--- src/rtl/rect_corner_fetch.sv ---
// rect_corner_fetch: fetches the four integral-image corners of one Haar
// rectangle from a 1-cycle-latency RAM and streams them in the order BR, TR,
// TL, BL. The weight goes out on its own valid/ready channel.
// Latency: accept at cycle 0 -> mem_en cycles 1-4 -> dout_valid cycles 3-6,
//          sustaining 1 corner/cycle.
// Backpressure: reads stall when the 2-entry output FIFO plus the in-flight
//               read would overflow. dout holds stable while stalled.
//
// Ports:
//   clk, rst                       clock, async active-high reset
//   rect_valid/rect_ready          descriptor handshake
//   rect_x/y/w/h, rect_weight      descriptor fields
//   mem_en, mem_addr, mem_data     synchronous RAM read port (data 1 cycle later)
//   dout_valid/ready/data/last     corner stream (last on BL)
//   weight_valid/ready, weight     weight channel
//   err                            sticky bounds error
//
// Optional: define RECT_CORNER_FETCH_BOUNDS_CHECK_EN to flag out-of-range
// rectangles on err and emit four zero words instead of reading the RAM.
module rect_corner_fetch #(
   parameter int IMG_W    = 25,
   parameter int IMG_H    = 25,
   parameter int W_COORD  = 5,
   parameter int W_DATA   = 18,
   parameter int W_WEIGHT = 3,
   parameter int W_ADDR   = $clog2(IMG_W*IMG_H)
) (
   input  logic                       clk,
   input  logic                       rst,
   input  logic                       rect_valid,
   output logic                       rect_ready,
   input  logic [W_COORD-1:0]         rect_x,
   input  logic [W_COORD-1:0]         rect_y,
   input  logic [W_COORD-1:0]         rect_w,
   input  logic [W_COORD-1:0]         rect_h,
   input  logic signed [W_WEIGHT-1:0] rect_weight,
   output logic                       mem_en,
   output logic [W_ADDR-1:0]          mem_addr,
   input  logic [W_DATA-1:0]          mem_data,
   output logic                       dout_valid,
   input  logic                       dout_ready,
   output logic [W_DATA-1:0]          dout_data,
   output logic                       dout_last,
   output logic                       weight_valid,
   input  logic                       weight_ready,
   output logic signed [W_WEIGHT-1:0] weight,
   output logic                       err
);

   typedef enum logic [1:0] {
      S_IDLE  = 2'd0,
      S_FETCH = 2'd1,
      S_DRAIN = 2'd2
   } state_t;

   localparam logic [W_ADDR-1:0] LP_IMG_W = W_ADDR'(IMG_W);

   state_t                     r_state;
   state_t                     w_state_nxt;
   logic [1:0]                 r_idx;
   // Corner addresses in emission order: 0=BR, 1=TR, 2=TL, 3=BL.
   logic [W_ADDR-1:0]          r_addr [4];
   logic                       r_weight_vld;
   logic signed [W_WEIGHT-1:0] r_weight;
   logic                       r_inflight;
   logic                       r_inflight_last;

   logic [W_DATA-1:0]          r_fifo_dat  [2];
   logic                       r_fifo_last [2];
   logic                       r_wr_ptr;
   logic                       r_rd_ptr;
   logic [1:0]                 r_count;

   logic                       w_accept;
   logic                       w_issue;
   logic                       w_push;
   logic                       w_pop;
   logic [1:0]                 w_occ;
   logic                       w_room;
   logic [W_DATA-1:0]          w_push_dat;
   logic [W_ADDR-1:0]          w_x, w_y, w_w, w_h;
   logic [W_ADDR-1:0]          w_tl, w_tr, w_bl, w_br;

   // Address arithmetic is done at W_ADDR width, so out-of-range rectangles
   // wrap rather than saturate.
   assign w_x  = W_ADDR'(rect_x);
   assign w_y  = W_ADDR'(rect_y);
   assign w_w  = W_ADDR'(rect_w);
   assign w_h  = W_ADDR'(rect_h);
   assign w_tl = w_y * LP_IMG_W + w_x;
   assign w_tr = w_tl + w_w;
   assign w_bl = (w_y + w_h) * LP_IMG_W + w_x;
   assign w_br = w_bl + w_w;

   // rect_ready only looks at registered state, so weight_ready never reaches
   // it combinationally.
   assign rect_ready = !rst && (r_state == S_IDLE) && !r_weight_vld;
   assign w_accept   = rect_valid && rect_ready;

   assign dout_valid = (r_count != 2'd0);
   assign w_pop      = dout_valid && dout_ready;
   assign w_push     = r_inflight;
   // Issue only if the word can be guaranteed a FIFO slot when it returns.
   assign w_occ      = r_count + {1'b0, r_inflight};
   assign w_room     = (w_occ - {1'b0, w_pop}) < 2'd2;

`ifdef RECT_CORNER_FETCH_BOUNDS_CHECK_EN
   logic [W_COORD:0] w_xw;
   logic [W_COORD:0] w_yh;
   logic             w_oob;
   logic             r_err;
   logic             r_zero;
   logic             r_inflight_zero;

   assign w_xw  = {1'b0, rect_x} + {1'b0, rect_w};
   assign w_yh  = {1'b0, rect_y} + {1'b0, rect_h};
   assign w_oob = (int'(w_xw) > IMG_W - 1) || (int'(w_yh) > IMG_H - 1);

   // A bad rectangle walks the same issue schedule, but the RAM is left idle
   // and zeros are pushed in place of read data.
   assign mem_en     = w_issue && !r_zero;
   assign w_push_dat = r_inflight_zero ? '0 : mem_data;
   assign err        = r_err;

   always_ff @(posedge clk or posedge rst) begin
      if (rst) begin
         r_err           <= 1'b0;
         r_zero          <= 1'b0;
         r_inflight_zero <= 1'b0;
      end else begin
         if (w_accept) begin
            r_zero <= w_oob;
            if (w_oob) r_err <= 1'b1;
         end
         r_inflight_zero <= w_issue && r_zero;
      end
   end
`else
   assign mem_en     = w_issue;
   assign w_push_dat = mem_data;
   assign err        = 1'b0;
`endif

   assign mem_addr     = mem_en ? r_addr[r_idx] : '0;
   assign weight_valid = r_weight_vld;
   assign weight       = r_weight;
   assign dout_data    = r_fifo_dat[r_rd_ptr];
   assign dout_last    = r_fifo_last[r_rd_ptr];

   always_comb begin
      w_state_nxt = r_state;
      w_issue     = 1'b0;
      case (r_state)
         S_IDLE: begin
            if (w_accept) w_state_nxt = S_FETCH;
         end
         S_FETCH: begin
            w_issue = w_room;
            if (w_room && (r_idx == 2'd3)) w_state_nxt = S_DRAIN;
         end
         S_DRAIN: begin
            if ((r_count == 2'd0) && !r_inflight) w_state_nxt = S_IDLE;
         end
         default: w_state_nxt = S_IDLE;
      endcase
   end

   always_ff @(posedge clk or posedge rst) begin
      if (rst) begin
         r_state         <= S_IDLE;
         r_idx           <= 2'd0;
         r_weight_vld    <= 1'b0;
         r_weight        <= '0;
         r_inflight      <= 1'b0;
         r_inflight_last <= 1'b0;
         for (int i = 0; i < 4; i++) r_addr[i] <= '0;
      end else begin
         r_state <= w_state_nxt;
         if (w_accept) begin
            r_addr[0]    <= w_br;
            r_addr[1]    <= w_tr;
            r_addr[2]    <= w_tl;
            r_addr[3]    <= w_bl;
            r_weight     <= rect_weight;
            r_weight_vld <= 1'b1;
            r_idx        <= 2'd0;
         end else begin
            if (weight_ready) r_weight_vld <= 1'b0;
            if (w_issue)      r_idx        <= r_idx + 2'd1;
         end
         // Reset clears this flag, so a word returning after reset is dropped.
         r_inflight      <= w_issue;
         r_inflight_last <= w_issue && (r_idx == 2'd3);
      end
   end

   always_ff @(posedge clk or posedge rst) begin
      if (rst) begin
         r_wr_ptr <= 1'b0;
         r_rd_ptr <= 1'b0;
         r_count  <= 2'd0;
         for (int i = 0; i < 2; i++) begin
            r_fifo_dat[i]  <= '0;
            r_fifo_last[i] <= 1'b0;
         end
      end else begin
         if (w_push) begin
            r_fifo_dat[r_wr_ptr]  <= w_push_dat;
            r_fifo_last[r_wr_ptr] <= r_inflight_last;
            r_wr_ptr              <= ~r_wr_ptr;
         end
         if (w_pop) r_rd_ptr <= ~r_rd_ptr;
         r_count <= r_count + {1'b0, w_push} - {1'b0, w_pop};
      end
   end

endmodule

--- config.mk ---
export PLATFORM = sky130hd
export DESIGN_NAME = rect_corner_fetch
export DESIGN_NICKNAME = d
export VERILOG_FILES = /design/src/rtl/rect_corner_fetch.sv
export SDC_FILE = /design/constraint.sdc
export NUM_CORES = 1
export LEC_CHECK = 0
export CAP_MARGIN = 5
export CORE_ASPECT_RATIO = 1.75
export CORE_MARGIN = 3
export CORE_UTILIZATION = 50
export CTS_CLUSTER_DIAMETER = 150
export DETAILED_ROUTE_END_ITERATION = 16
export PLACE_DENSITY = 0.74
export SYNTH_ARGS = -nofsm -noshare
export SYNTH_HDL_FRONTEND = slang
export SYNTH_SLANG_ARGS = --single-unit
export TNS_END_PERCENT = 10
--- constraint.sdc ---
create_clock -name clk -period 4.6 [get_ports clk]
set_input_delay 1.15 -clock clk [delete_from_list [all_inputs] [get_ports clk]]
set_output_delay 1.15 -clock clk [all_outputs]
set_load 0.05 [all_outputs]
# After elaboration in Yosys (flattened, before gate mapping)
# Cells that the tools add are included.
[totals]
register_bits = 92
out_inout_bits = 37
in_bits = 46
[classes]
bitwise = 5
magnitude_cmp = 5
mux = 25
n_eq_ne = 6
add_sub_neg = 8
n_mul = 2
reduce_logical = 17
[op_table]
columns = ["cell", "count"]
rows = [
  ["$mux 18", 4],
  ["$add 10x5->10", 4],
  ["$bwmux 36", 1],
  ["$mux 10", 3],
  ["$bmux 10 s2", 1],
  ["$demux 18 s1", 1],
  ["$mul 5x5->10 const B", 1],
  ["$mul 6x5->10 const B", 1],
  ["$mux 2", 5],
  ["$logic_and 1x1->1", 8],
  ["$mux 1", 7],
  ["$add 5x5->6", 1],
  ["$ne 2x2->1 const B", 3],
  ["$pmux 2 s3", 1],
  ["$reduce_bool 2->1", 3],
  ["$eq 2x2->1 const B", 2],
  ["$ge 2x2->1 const B", 2],
  ["$logic_not 2->1", 2],
  ["$not 1->2", 2],
  ["$ge 3x3->1 const B", 1],
  ["$logic_not 1->1", 3],
  ["$not 2->3", 1],
  ["$reduce_and 3->1", 1],
  ["$add 2x1->2", 1],
  ["other kinds (8)", 9],
]

# Logic depth before layout (Yosys ltp)
# Gate-level depths: netlist of the first run.
[logic_depth]
depth_word = 7
depth_mapped = 17
mapped_depth_nobuf = 17

# Worst setup path before layout of the first run
# No wires, ideal clock.
[synth_timing]
kind = "input to register"
start = "in rect_y[0]"
end = "reg r_addr[39] (netlist name)"
t_arrival_ns = 4.765
setup_slack_ns = -0.298
n_path_buf = 0
cell_stages = 15
required_time_ns = 4.467
path_cell_list = "ha_1 -> fa_1 -> a21o_1 -> a21oi_1 -> xnor2_1 -> ha_1 -> ha_1 -> fa_1 -> ha_1 -> a211oi_1 -> nor2_1 -> nor4b_1 -> nand4_1 -> xnor2_1 -> o21ai_0"
[synth_via]
elab_chain_cells = 4
[synth_rtl]
columns = ["element", "line_no", "text"]
rows = [
  ["from (decl)", "33", "input logic [W_COORD-1:0] rect_y,"],
  ["$add 5x5->6", "92", "assign w_bl = (w_y + w_h) * LP_IMG_W + w_x;"],
  ["$mul 6x5->10", "92", ""],
  ["$add 10x5->10", "92", ""],
  ["$add 10x5->10", "93", "assign w_br = w_bl + w_w;"],
  ["to (decl)", "62", "logic [W_ADDR-1:0] r_addr [4];"],
]
# Every way passes these cells.
# A chain may end at the register's enable or synchronous reset.

# Worst setup path in the final report of the first run
[layout_timing]
start = "in rect_y[1]"
end = "reg r_addr[37] (netlist name)"
# Same word-level chain as after synthesis.

==> metrics.log, run 1 <==
[metrics] min Tclk post-route: 4.61 ns
[metrics] Final Setup Violations: 1
[metrics] Worst path max stage delay: 0.49 ns
[metrics] failing checks: setup timing
[metrics] DIE WIDTH: 89.1 um
[metrics] Detailed Routing Iterations Pass 1: 4
[metrics] Worst EP arrival: 4.87 ns
[metrics] type of destination of the critical path: flop
[metrics] Via density: 5.53
[metrics] final worst setup slack: -0.0124 ns
[metrics] Core Box Area: 11700 um2
[metrics] fraction of final layout cells sized beyond drive strength 1: 27.4%
[metrics] total grt overflow: 0
[metrics] WP data required: 4.85 ns
[metrics] all-layer global routing usage: 21.5%
[metrics] count of port buffers added during placement: 81
[metrics] maximum number of pins on one net before global-route repair: 64
[metrics] share of the cycle needed by the critical path after routing: 100%
[metrics] fraction of synthesis flops using an asynchronous set or reset pin: 100%
[metrics] total power divided by cell area: 785 nW/um2
[metrics] number of diodes: 0
[metrics] Final Max Slew Viols: 0
[metrics] root buffer cell: sky130_fd_sc_hd__clkbuf_16
[metrics] number of primary I/O pins: 83
[metrics] count of synthesis-stage warnings from yosys: 0
[metrics] synthesized instance count: 565
[metrics] number of max-cap violations: 0
[metrics] number of violations reported at the end of detailed-routing iteration 0: 169
[metrics] clock latency on the worst-skew pair: 0.34 ns
[metrics] number of routed nets with antenna violations: 0
[metrics] Sink Count: 92
[metrics] class of the most critical setup path: in -> reg
[metrics] number of design rule violations left after detail routing: 0
[metrics] antenna violations before repair: 0
[metrics] EDFF count, synth: 0
[metrics] wirelength, routed: 13900 um
[metrics] Wirelength per Cell: 16.6 um
[metrics] die extent in y: 151 um
[metrics] source of the worst register-to-register timing path: r_count[1]
[metrics] worst voltage drop across the vdd grid: 341 uV
[metrics] HPWL reported at the end of detailed placement: 11100 um
[metrics] CP Launch Point: rect_y[1]
[metrics] worst setup slack before clock tree synthesis: -0.847 ns
[metrics] Worst Hold Class: reg -> reg
[metrics] wire length of the first global-routing pass: 22500 um
[metrics] critical path fanouts, max: 6
[metrics] number of hold violations in the final report: 0
[metrics] weighted congestion reported at the end of routability-driven placement: 0.883
[metrics] setup repair after global routing missed its margin: true
[metrics] number of global-route vias before repair: 5022
[metrics] Net Count, Synth: 694
[metrics] synthesized area per cell: 10.7 um2
[metrics] slowest library cell on the worst path: sky130_fd_sc_hd__fa_1
[metrics] Inserted Clock Buffers: 9
[metrics] smallest hold slack: 0.480 ns
[metrics] Area growth, synth to finish: 32.2%
[metrics] CP Cell Sequence: clkdlybuf4s15_2 -> ha_1 -> a21o_1 -> a21oi_2 -> o21bai_1 -> a21oi_2 -> fa_1 -> fa_1 -> inv_1 -> ha_4 -> a2111oi_1 -> o31a_1 -> a2111oi_4 -> buf_4 -> xor2_1 -> o21ai_0
[metrics] flip-flop cell with the highest count after synthesis: sky130_fd_sc_hd__dfrtp_1
[metrics] clock tree from TritonCTS: yes
[metrics] highest clock rate: 217 MHz
[metrics] starting density of the core: 51.6%
[metrics] Bufs on Longest Clock Path: 2
[metrics] number of buffers added to fix hold violations after cts: 0
[metrics] launch point of the worst hold path: r_addr[31]
[metrics] clock tree skew after final layout: 0.00777 ns
[metrics] distinct cell type count after synthesis: 56
[metrics] clock transition at the register clock pins on the worst setup and hold paths after CTS: 0.07 ns
[metrics] H-tree lvl count: 3
[metrics] net count reported at finish: 829
[metrics] slew at the pin closest to its max-slew limit: 1.06 ns
[metrics] type of element launching the critical path: input port
[metrics] run status: complete, but fails checks
[metrics] routed vias: 4643
[metrics] row cnt: 52
[metrics] die footprint: 13500 um2
[metrics] post-synth design cell area: 6050 um2
[metrics] proportion of synthesized chip area in sequential cells: 38.1%
[metrics] flop and latch count out of synthesis: 92
[metrics] leak pwr: 3.83 nW
[metrics] max-slew headroom at the worst pin: 29.6%
-- cell type report --
class	instances	area (um2)
fill	877	3720
multi-input combinational	416	3700
sequential	92	2300
timing repair buffer	143	1370
clock buffer	10	239
tap	135	169
inverter	38	144
clock inverter	6	70.1
-- cell families after synthesis --
group	count (synthesis)	share of synthesized area [%]
AOI/OAI and AO/OA	88	9.68
buffers and inverters	57	3.83
and+or+nand+nor	145	10.8
other	1	0.0620
adders and majority gates	83	18.4
DFF	92	38.1
muxes	69	14.7
xor gates and xnor gates	30	4.47
-- path summary, 6_finish.rpt --
check	end	slack, ns	depth (start not counted)
worst min-delay path	r_addr[31]	0.48	2
worst min register to register	r_addr[31]	0.48	2
worst max-delay path	r_addr[37]	-0.01	16
min in group asynchronous	r_state[1]	1.44	2
worst max register to register	r_idx[1]	2.13	12
max in group asynchronous	r_fifo_dat[33]	2.37	3
-- synth_stat cells (2+ instances only) --
| cell type | instances | area, um2 |
|---|---|---|
| sky130_fd_sc_hd__mux2_2 | 58 | 653 |
| sky130_fd_sc_hd__xnor2_1 | 13 | 114 |
| sky130_fd_sc_hd__a21oi_1 | 11 | 55.1 |
| sky130_fd_sc_hd__nand2_1 | 93 | 349 |
| sky130_fd_sc_hd__mux4_2 | 10 | 225 |
| sky130_fd_sc_hd__fa_1 | 10 | 200 |
| sky130_fd_sc_hd__nor2_1 | 15 | 56.3 |
| sky130_fd_sc_hd__a211oi_1 | 7 | 52.6 |
| sky130_fd_sc_hd__o21bai_1 | 5 | 37.5 |
| sky130_fd_sc_hd__xor2_1 | 16 | 140 |
| sky130_fd_sc_hd__or4_1 | 2 | 15.0 |
| sky130_fd_sc_hd__and3_1 | 11 | 68.8 |
| sky130_fd_sc_hd__nand3b_1 | 2 | 15.0 |
| sky130_fd_sc_hd__o2111ai_1 | 2 | 17.5 |
| sky130_fd_sc_hd__buf_2 | 2 | 10.0 |
| sky130_fd_sc_hd__clkbuf_1 | 13 | 48.8 |
| sky130_fd_sc_hd__and2_1 | 2 | 12.5 |
| sky130_fd_sc_hd__a21o_1 | 11 | 82.6 |
| sky130_fd_sc_hd__buf_4 | 2 | 15.0 |
| sky130_fd_sc_hd__inv_1 | 38 | 143 |
| sky130_fd_sc_hd__nand2b_1 | 2 | 12.5 |
| sky130_fd_sc_hd__o211ai_1 | 3 | 22.5 |
| sky130_fd_sc_hd__nor3_1 | 4 | 20.0 |
| sky130_fd_sc_hd__nor2b_1 | 4 | 25.0 |
| sky130_fd_sc_hd__o21ai_0 | 35 | 175 |
| sky130_fd_sc_hd__ha_1 | 73 | 913 |
| sky130_fd_sc_hd__dfrtp_1 | 92 | 2300 |
-- report_power, final --
group          switching (mW)  internal (mW)  total (mW)
clock                   0.314          0.440       0.755
sequential              0.283           1.20        1.48
combinational            2.11           1.93        4.04
-- worst max-delay path, delay by kind of cell --
family                   cells  cell delay (ns)
buffers and inverters        3             0.45
adder cells (fa/ha/maj)      4             1.50
XOR/XNOR                     1             0.14
AO/OA/AOI/OAI                8             1.64
-- metrics by stage --
step,util (%),total power [mW],area [um2],TNS (ns),instances
CTS,68.1,6.30,7970,0,840
finish,68.3,6.27,7990,-0.0124,840
global placement,64.5,5.29,7560,-6.70,822
global route,68.3,6.67,7990,-0.611,840
floorplan,-,4.01,6100,-0.136,565
detailed placement,64.5,5.43,7560,-8.46,822
-- what timing repair did --
item	4_1_cts	5_1_grt
pin swaps	19	14
hold endpoints to repair	0	0
setup endpoints to repair	11	9
resized for setup	33	5
buffers inserted	2	0
-- placed cells by master, fill, tap and decap left out, types with 14 or more instances in the layout --
| master | count |
|---|---|
| sky130_fd_sc_hd__buf_4 | 62 |
| sky130_fd_sc_hd__inv_1 | 37 |
| sky130_fd_sc_hd__mux2_2 | 58 |
| sky130_fd_sc_hd__ha_1 | 64 |
| sky130_fd_sc_hd__clkdlybuf4s50_1 | 64 |
| sky130_fd_sc_hd__nor2_1 | 15 |
| sky130_fd_sc_hd__nand2_1 | 92 |
| sky130_fd_sc_hd__dfrtp_1 | 92 |
| sky130_fd_sc_hd__o21ai_0 | 30 |
| sky130_fd_sc_hd__xor2_1 | 14 |
-- flip-flops by register name, indices dropped and copies added, names as in the netlist --
register	flops
r_rd_ptr	1
r_count	2
r_inflight_last	1
weight_valid	1
r_inflight	1
r_wr_ptr	1
r_addr	40
r_idx	2
r_fifo_dat	36
r_fifo_last	2
r_state	2
weight	3
-- layer usage --
layer | vias to the layer above | track usage [%] | wire, um
met1 | 2256 | 21.5 | 5060
met3 | 34 | 2.27 | 467
met5 | - | 0 | 0
li1 | 2237 | - | -
met4 | 0 | 10.8 | 525
met2 | 116 | 41.8 | 7880
Power figures use the tool's default switching activity.
==> run 2: changes to the inputs <==
--- a/config.mk
+++ b/config.mk
@@ -12,6 +12,7 @@
 export CTS_CLUSTER_DIAMETER = 150
 export DETAILED_ROUTE_END_ITERATION = 16
 export PLACE_DENSITY = 0.74
+export SLEW_MARGIN = 40
 export SYNTH_ARGS = -nofsm -noshare
 export SYNTH_HDL_FRONTEND = slang
 export SYNTH_SLANG_ARGS = --single-unit
==> metrics.log, run 2 (synthesized netlist as in run 1, its figures left out) <==
[metrics] clock tree from TritonCTS: yes
[metrics] number of primary I/O pins: 83 (unchanged)
[metrics] critical path fanouts, max: 5 (-1)
[metrics] highest clock rate: 218 MHz (+0.76%)
[metrics] Via density: 5.62 (+1.6%)
[metrics] number of design rule violations left after detail routing: 0 (unchanged)
[metrics] final core area utilization: 69.2% (+0.93 points)
[metrics] total power divided by cell area: 787 nW/um2 (+0.31%)
[metrics] type of destination of the critical path: flop
[metrics] clock transition at the register clock pins on the worst setup and hold paths after CTS: 0.07 ns (about the same)
[metrics] antenna violations before repair: 0 (unchanged)
[metrics] Final Setup Violations: 0 (-1)
[metrics] weighted congestion reported at the end of routability-driven placement: 0.883 (unchanged)
[metrics] share of the cycle needed by the critical path after routing: 99.5% (-0.76 points)
[metrics] row cnt: 52 (unchanged)
[metrics] die extent in y: 151 um (unchanged)
[metrics] Wirelength per Cell: 16.9 um (+2.2%)
[metrics] Bufs on Longest Clock Path: 2 (unchanged)
[metrics] Sink Count: 92 (unchanged)
[metrics] number of max-cap violations: 0 (unchanged)
[metrics] Detailed Routing Iterations Pass 1: 4 (unchanged)
[metrics] number of diodes: 0 (unchanged)
[metrics] Final Max Slew Viols: 0 (unchanged)
[metrics] type of element launching the critical path: input port
[metrics] total grt overflow: 0 (unchanged)
[metrics] worst voltage drop across the vdd grid: 358 uV (+5.0%)
[metrics] design area: 8100 um2 (+1.4%)
[metrics] number of routed nets with antenna violations: 0 (unchanged)
[metrics] number of violations reported at the end of detailed-routing iteration 0: 243 (+44%)
[metrics] count of port buffers added during placement: 81 (unchanged)
[metrics] number of buffers added to fix hold violations after cts: 0 (unchanged)
[metrics] routed vias: 4730 (+1.9%)
[metrics] maximum number of pins on one net before global-route repair: 64 (unchanged)
[metrics] clock tree skew after final layout: 0.00783 ns (+0.0000571 ns)
[metrics] number of global-route vias before repair: 5132 (+2.2%)
[metrics] root buffer cell: sky130_fd_sc_hd__clkbuf_16
[metrics] Setup TNS Final: 0 ns (+0.0124 ns)
[metrics] layout filler cell count: 850 (-3.1%)
[metrics] commonest cells after routing, fill and taps aside: 91 x sky130_fd_sc_hd__nand2_1, 91 x sky130_fd_sc_hd__dfrtp_1, 64 x sky130_fd_sc_hd__buf_4, 63 x sky130_fd_sc_hd__clkdlybuf4s50_1
[metrics] clock latency on the worst-skew pair: 0.34 ns (about the same)
[metrics] Worst Hold Class: reg -> reg
[metrics] Worst EP arrival: 4.79 ns (-0.08 ns)
[metrics] number of flip-flops under the largest register name: 40 (unchanged)
[metrics] starting density of the core: 51.6% (unchanged)
[metrics] H-tree lvl count: 3 (unchanged)
[metrics] net count reported at finish: 831 (+0.24%)
[metrics] WP data required: 4.82 ns (-0.03 ns)
[metrics] instance area after placement: 7570 um2 (about the same)
[metrics] leak pwr: 3.84 nW (+0.38%)
[metrics] setup repair after global routing missed its margin: true
[metrics] class of the most critical setup path: in -> reg
[metrics] wire length of the first global-routing pass: 23000 um (+2.2%)
[metrics] number of hold violations in the final report: 0 (unchanged)
[metrics] fraction of final layout cells sized beyond drive strength 1: 29.1% (+1.8 points)
[metrics] max-slew headroom at the worst pin: 47.6% (+18 points)
[metrics] die footprint: 13500 um2 (unchanged)
[metrics] slew at the pin closest to its max-slew limit: 0.786 ns (-0.269 ns)
[metrics] min Tclk post-route: 4.58 ns (-0.0348 ns)
[metrics] run status: finished, final reports clean
[metrics] wirelength, routed: 14300 um (+2.4%)
[metrics] HPWL reported at the end of detailed placement: 11100 um (+0.72%)
[metrics] all-layer global routing usage: 21.9% (+0.43 points)
[metrics] Inserted Clock Buffers: 9 (unchanged)
[metrics] Area growth, synth to finish: 34.0%
[metrics] DIE WIDTH: 89.1 um (unchanged)
[metrics] Core Box Area: 11700 um2 (unchanged)
[metrics] Largest Register: r_addr
## run 2: cell count changes in the layout (fill, tap and decap cells not counted), sizes merged
cell	change
buf	+2
clkbuf	-1
clkdlybuf4s15	+1
clkdlybuf4s50	-1
dlymetal6s2s	+1
## run 2: critical path, stage by stage
cell and delay, ns:
sky130_fd_sc_hd__buf_2 0.12, sky130_fd_sc_hd__ha_4 0.16, sky130_fd_sc_hd__fa_2 0.39, sky130_fd_sc_hd__a21o_1 0.18, sky130_fd_sc_hd__a21oi_2 0.16, sky130_fd_sc_hd__xnor2_2 0.09
sky130_fd_sc_hd__ha_1 0.34, sky130_fd_sc_hd__ha_4 0.25, sky130_fd_sc_hd__fa_1 0.48, sky130_fd_sc_hd__ha_4 0.34, sky130_fd_sc_hd__xor2_2 0.18, sky130_fd_sc_hd__ha_1 0.28
sky130_fd_sc_hd__a21o_1 0.22, sky130_fd_sc_hd__buf_4 0.13, sky130_fd_sc_hd__buf_4 0.13, sky130_fd_sc_hd__xnor2_1 0.11, sky130_fd_sc_hd__o21ai_0 0.08
## run 2: what timing repair did
item,CTS,global route
resized for setup,33,18
setup buffers,3,1
endpoints found under the setup margin,11,9
pin swaps,19,25
## run 2: layer usage
layer	routed length, um	track usage (%)	share of wire (%)
met1	5060	21.7	35
met4	481	10.1	3.4
met5	0	0	0
met3	519	2.71	3.6
met2	8200	43.1	57
## run 2: final timing paths
path                       cells past startpoint             end        from  slack (ns)
max in group asynchronous                      3        r_rd_ptr         rst        2.69
setup reg to reg                              12        r_idx[1]  r_count[1]        2.09
hold reg to reg                                2      r_addr[19]  r_addr[19]        0.47
setup / recovery                              17      r_addr[35]   rect_y[0]        0.02
min in group asynchronous                      2  r_fifo_dat[18]         rst        1.27
hold / removal                                 2      r_addr[19]  r_addr[19]        0.47
## run 2: power by group
group	internal [mW]	switching, mW	total [mW]
Combinational	2.00	2.15	4.14
Sequential	1.20	0.284	1.48
Clock	0.441	0.311	0.751
Total	3.63	2.74	6.38
## run 2: metrics by stage
step	worst slack (ns)	hold WS, ns	power, mW	instances
global route	-0.111	0.498	6.79	842
finish	0.0224	0.474	6.38	842
detailed placement	-0.839	0.460	5.43	822
CTS	0.00617	0.476	6.30	841
floorplan	-0.108	0.440	4.01	565
global placement	-0.678	0.452	5.29	822
## run 2: area by class of cell
cell class	count	area (um2)	share of cell area (%)
flip-flops and latches	92	2300	28.4
well taps	135	169	2.08
clock buffers	10	239	2.95
clock inverters	6	70.1	0.865
repair buffers	145	1390	17.2
inverters	38	148	1.82
multi-input cells	416	3780	46.7
